==> src/rtl/adia_pkg.sv <==
// Shared definitions for the two-stage adiabatic logic pipeline:
// logic function encoding, power-clock phase indices and a one-hot helper.
package adia_pkg;

  typedef enum logic [1:0] {
    OP_AND  = 2'b00,
    OP_OR   = 2'b01,
    OP_XOR  = 2'b10,
    OP_PASS = 2'b11
  } op_e;

  localparam logic [1:0] PH_EVAL1   = 2'd0;
  localparam logic [1:0] PH_HOLD1   = 2'd1;
  localparam logic [1:0] PH_EVAL2   = 2'd2;
  localparam logic [1:0] PH_RECOVER = 2'd3;

  function automatic logic [3:0] phase_onehot(input logic [1:0] p);
    return 4'b0001 << p;
  endfunction

endpackage

==> src/rtl/adia_phase_gen.sv <==
// Four-phase power-clock generator: a free-running 2-bit phase index that
// stalls while enable is low, plus its one-hot decode.
module adia_phase_gen
  import adia_pkg::*;
(
  input  logic       clk,
  input  logic       rst_n,
  input  logic       enable,
  output logic [1:0] ph,
  output logic [3:0] phase
);

  // Step through EVAL1 -> HOLD1 -> EVAL2 -> RECOVER and wrap; hold when disabled.
  always_ff @(posedge clk or negedge rst_n) begin
    if (!rst_n) begin
      ph <= PH_EVAL1;
    end else if (enable) begin
      ph <= ph + 2'd1;
    end
  end

  assign phase = phase_onehot(ph);

endmodule

==> src/rtl/adia_logic2_pipe.sv <==
// Two-stage adiabatic-style logic pipeline. Stage 1 evaluates the inverted
// logic function during EVAL1, stage 2 re-inverts it during EVAL2, so the
// output carries the true function. Operands enter only at EVAL1, giving at
// most one operation per four cycles; the output side uses valid/ready and
// may drain even while the power clock is frozen.
module adia_logic2_pipe
  import adia_pkg::*;
#(
  parameter int WIDTH = 8,
  parameter int CNT_W = 16
) (
  input  logic             clk,
  input  logic             rst_n,
  input  logic             enable,
  input  logic             in_valid,
  output logic             in_ready,
  input  logic [WIDTH-1:0] a,
  input  logic [WIDTH-1:0] b,
  input  logic [1:0]       op,
  output logic             out_valid,
  input  logic             out_ready,
  output logic [WIDTH-1:0] out_data,
  output logic [3:0]       phase,
  output logic [CNT_W-1:0] op_count
);

  logic [1:0]       ph;
  logic             s1_full;
  logic             s2_full;
  logic [WIDTH-1:0] s1_data;
  logic [WIDTH-1:0] s2_data;
  logic [WIDTH-1:0] f_val;
  logic             accept;
  logic             pop;
  logic             xfer;

  adia_phase_gen u_phase_gen (
    .clk    (clk),
    .rst_n  (rst_n),
    .enable (enable),
    .ph     (ph),
    .phase  (phase)
  );

  // Selected logic function of the current operands.
  always_comb begin
    f_val = '0;
    case (op_e'(op))
      OP_AND:  f_val = a & b;
      OP_OR:   f_val = a | b;
      OP_XOR:  f_val = a ^ b;
      OP_PASS: f_val = a;
      default: f_val = a;
    endcase
  end

  // rst_n gates in_ready so nothing is offered as accepted while reset is held.
  assign in_ready  = rst_n & enable & (ph == PH_EVAL1) & ~s1_full;
  assign accept    = in_valid & in_ready;
  assign pop       = s2_full & out_ready;
  assign xfer      = enable & (ph == PH_EVAL2) & s1_full & (~s2_full | pop);
  assign out_valid = s2_full;
  assign out_data  = s2_data;

  // Stage 1 captures the inverted function on accept and empties when it hands off.
  always_ff @(posedge clk or negedge rst_n) begin
    if (!rst_n) begin
      s1_full <= 1'b0;
      s1_data <= '0;
    end else if (accept) begin
      s1_full <= 1'b1;
      s1_data <= ~f_val;
    end else if (xfer) begin
      s1_full <= 1'b0;
    end
  end

  // Stage 2 re-inverts stage 1; a transfer wins over a same-cycle pop so it stays full.
  always_ff @(posedge clk or negedge rst_n) begin
    if (!rst_n) begin
      s2_full <= 1'b0;
      s2_data <= '0;
    end else if (xfer) begin
      s2_full <= 1'b1;
      s2_data <= ~s1_data;
    end else if (pop) begin
      s2_full <= 1'b0;
    end
  end

  // Count completed output handshakes, sticking at all-ones.
  always_ff @(posedge clk or negedge rst_n) begin
    if (!rst_n) begin
      op_count <= '0;
    end else if (pop && (op_count != '1)) begin
      op_count <= op_count + CNT_W'(1);
    end
  end

endmodule

==> config.mk <==
export PLATFORM = sky130hd
export DESIGN_NAME = adia_logic2_pipe
export DESIGN_NICKNAME = d
export VERILOG_FILES = /design/src/rtl/adia_pkg.sv /design/src/rtl/adia_phase_gen.sv /design/src/rtl/adia_logic2_pipe.sv
export SDC_FILE = /design/constraint.sdc
export NUM_CORES = 1
export LEC_CHECK = 0
export BUFFER_PORTS_ARGS = -buffer_cell sky130_fd_sc_hd__buf_4
export CORE_UTILIZATION = 53
export CTS_CLUSTER_SIZE = 10
export DETAILED_ROUTE_END_ITERATION = 7
export PLACE_DENSITY = 0.89
export SLEW_MARGIN = 10
export SYNTH_ARGS = -nofsm -noshare
export SYNTH_HDL_FRONTEND = slang
export SYNTH_HIERARCHICAL = 1
export SYNTH_SLANG_ARGS = --single-unit
==> constraint.sdc <==
create_clock -name clk -period 1.9 [get_ports clk]
set_input_delay 0.285 -clock clk [delete_from_list [all_inputs] [get_ports clk]]
set_output_delay 0.285 -clock clk [all_outputs]
set_load 0.02 [all_outputs]
==> flow_metrics.env <==
export IMPL_post_dp_hpwl_mm=3.15
export IMPL_yosysWarnings=6
export IMPL_final_period_utilization_pct=84.2
export IMPL_drive_above_1_share_pct=30.2
export IMPL_n_antenna_cell=0
export IMPL_grtUsageTotal_pct=22.6
export IMPL_cts_max_level=2
export IMPL_fmax_mhz=625
export IMPL_slew_viol_final=0
export IMPL_hold_start="enable"
export IMPL_synthArstFlopShare_pct=100
export IMPL_cp_num_cells=6
export IMPL_syn_nets=240
export IMPL_seq_area_frac_synth_pct=43.7
export IMPL_wl_mm=4.00
export IMPL_antenna_found_initial=0
export IMPL_clk_pin_slew_ns=0.07
export IMPL_path_class="flop to flop"
export IMPL_worst_r2r_cell_count=6
export IMPL_max_stage_delay_ns=0.42
export IMPL_fillerInstances=287
export IMPL_critPathCaptureType="flop"
export IMPL_cts_root_buf="clkbuf_8"
export IMPL_synth_edf_count=0
export IMPL_rsz0062_at_grt="false"
export IMPL_area_growth_pct=28.6
export IMPL_worst_path_max_delay_cell="dfrtp_1"
export IMPL_yosysTopAreaCell="dfrtp_1"
export IMPL_timing_rr_end="op_count[9]"
export IMPL_clk_insertion_delay_late_ns=0.29
export IMPL_power_density_nw_per_um2=1060
export IMPL_cts_tree="yes"
export IMPL_synthTopCellsByArea="dfrtp_1 (44%), ha_1 (13%), mux4_2 (8.7%)"
export IMPL_io_buffers=52
export IMPL_synth_cell_type_count=30
export IMPL_hold_viol_final=0
export IMPL_cts_setup_buffers=0
export IMPL_drv_cap=0
export IMPL_finalWeightedCongestion=0.858
export IMPL_final_nets=298
export IMPL_synth_seq_cells=36
export IMPL_postRouteAntennaNets=0
export IMPL_irDropWorstVdd_mv=0.587
export IMPL_path_buf_inv=1
export IMPL_final_util_pct=71.8
export IMPL_drc=0
export IMPL_mostFrequentLayoutCell="buf_4"
export IMPL_cts_buffer_depth=2
export IMPL_cts_buffers_inserted=5
export IMPL_setup_viol=0
export IMPL_status="complete, no violations"
export IMPL_reg2reg_from="op_count[0]"
export IMPL_final_setup_tns_ns=0
export IMPL_critPathCapture="op_count[9]"
export IMPL_crit_path_max_fanout=10
export IMPL_core_area_um2=3690
export IMPL_grt_pass1_wl_mm=6.96
export IMPL_startpoint="op_count[0]"
export IMPL_gr_total_overflow=0
export IMPL_worst_hold_slack_ns=0.205
export IMPL_grt_max_degree=35
export IMPL_die_height_um=64.3
export IMPL_first_pass_iters=5
export IMPL_hold_class="input port to flop"
export IMPL_critical_path_top_delay_family="simple AND/OR/NAND/NOR gates"
export IMPL_dp_cells=294
export IMPL_rows=22
export IMPL_finalNonFillerCells=303
export IMPL_die_w_um=64.3
export IMPL_vias=1620
export IMPL_yosys_area_top_type_share_pct=43.7
export IMPL_cp_data_arrival_time_ns=1.81
export IMPL_tightest_slew_ns=0.414
export IMPL_finalPower_mw=2.81
export IMPL_period_minus_slack_ns=1.60
export IMPL_first_global_vias=1606
export IMPL_start_util_pct=55.8
export IMPL_critical_path_cell_chain="ha_1, nand3_1, nor4_2, buf_4, nor4_1, xor2_1"
export IMPL_vias_per_cell=5.35
export IMPL_required_ns=2.11
export IMPL_ios=53
export IMPL_clock_sinks=36
export IMPL_reg2reg_slack_ns=0.30
export IMPL_drt_iter0_markers=67
export IMPL_dieArea_um2=4140
export IMPL_avgSynthCellArea_um2=10.5
export IMPL_p_leak_nw=1.42
export IMPL_synthCells=196
export IMPL_avgRoutedWirePerCell_um=13.2
export IMPL_slew_headroom_pct=72.4
export IMPL_synth_ff_type="dfrtp_1"
export IMPL_syn_area_um2=2060
export IMPL_start_kind="flop"
export IMPL_final_cell_mix="buf_4 (56), dfrtp_1 (36), inv_1 (26), nand2_1 (26), ha_1 (21)"
export IMPL_finClkSkew_ns=0.00389
## metal layers
metal / track usage (%) / part of all wire, % / wire (um) / vias to the layer above
met5: 0 / 0 / 0 / -
met4: 11.1 / 2.0 / 80 / 0
met3: 5.71 / 5.4 / 216 / 8
met2: 39.5 / 51 / 2040 / 48
met1: 25.4 / 42 / 1670 / 783
li1: - / - / - / 781
## kinds of logic (layout without fill, tap and decap cells)
logic type | after synthesis | after routing | share of synthesized area (%)
AND/OR/NAND/NOR | 65 | 65 | 16.6
flip-flops | 36 | 36 | 43.7
buffers and inverters | 32 | 91 | 6.07
adder cells (fa/ha/maj) | 21 | 21 | 12.8
AO/OA/AOI/OAI | 16 | 16 | 3.89
XOR/XNOR | 15 | 15 | 6.38
multiplexers | 11 | 11 | 10.6
## per-stage QoR
step | instance area, um^2 | setup slack, ns
after global placement | 2510 | 0.361
after floorplan | 2060 | 0.295
after CTS | 2650 | 0.286
after detailed placement | 2510 | 0.316
after global routing | 2650 | 0.179
final | 2650 | 0.300
## cells in the mapped netlist (2+ instances only)
cell,n
and3_1,4
and4_1,2
clkbuf_1,3
dfrtp_1,36
ha_1,21
inv_1,26
mux4_2,8
nand2_1,26
nand3_1,6
nand4_1,7
nor2_1,4
nor3_1,6
nor4_1,2
o21ai_0,16
xnor2_1,4
xor2_1,11
## state kept, by name, indices dropped and copies added (netlist names)
register and cells:
s1_data 8, s1_full 1, out_data 8, op_count 16, out_valid 1, u_phase_gen/ph 2
## repair_timing
item                      4_1_cts  5_1_grt
gates resized for setup         0        0
hold endpoints to repair        2        0
hold buffers                    1        0
## report_power, final
group	internal (mW)	switching, mW	total, mW
clock	0.463	0.261	0.724
combinational	0.425	0.487	0.912
sequential	0.994	0.184	1.18
total	1.88	0.932	2.81
## how the worst min path moves through the flow
stage	end	slack (ns)	cells after the start
2_1_floorplan	op_count[0]	-0.01	0
3_3_place_gp	u_phase_gen/ph[0]	0.09	1
3_5_place_dp	u_phase_gen/ph[0]	0.09	1
4_1_cts	u_phase_gen/ph[0]	0.19	2
5_1_grt	u_phase_gen/ph[0]	0.20	2
6_report	u_phase_gen/ph[0]	0.20	2
## final cells by class
cell class | count | area (um^2) | share of cell area (%)
Sequential cell | 36 | 901 | 34.0
Clock buffer | 7 | 96.3 | 3.64
Clock inverter | 1 | 30.0 | 1.13
Tap cell | 48 | 60.1 | 2.27
Inverter | 26 | 97.6 | 3.68
Timing Repair Buffer | 57 | 430 | 16.2
Multi-Input combinational cell | 128 | 1030 | 39.0
(Power assumes the default switching activity.)
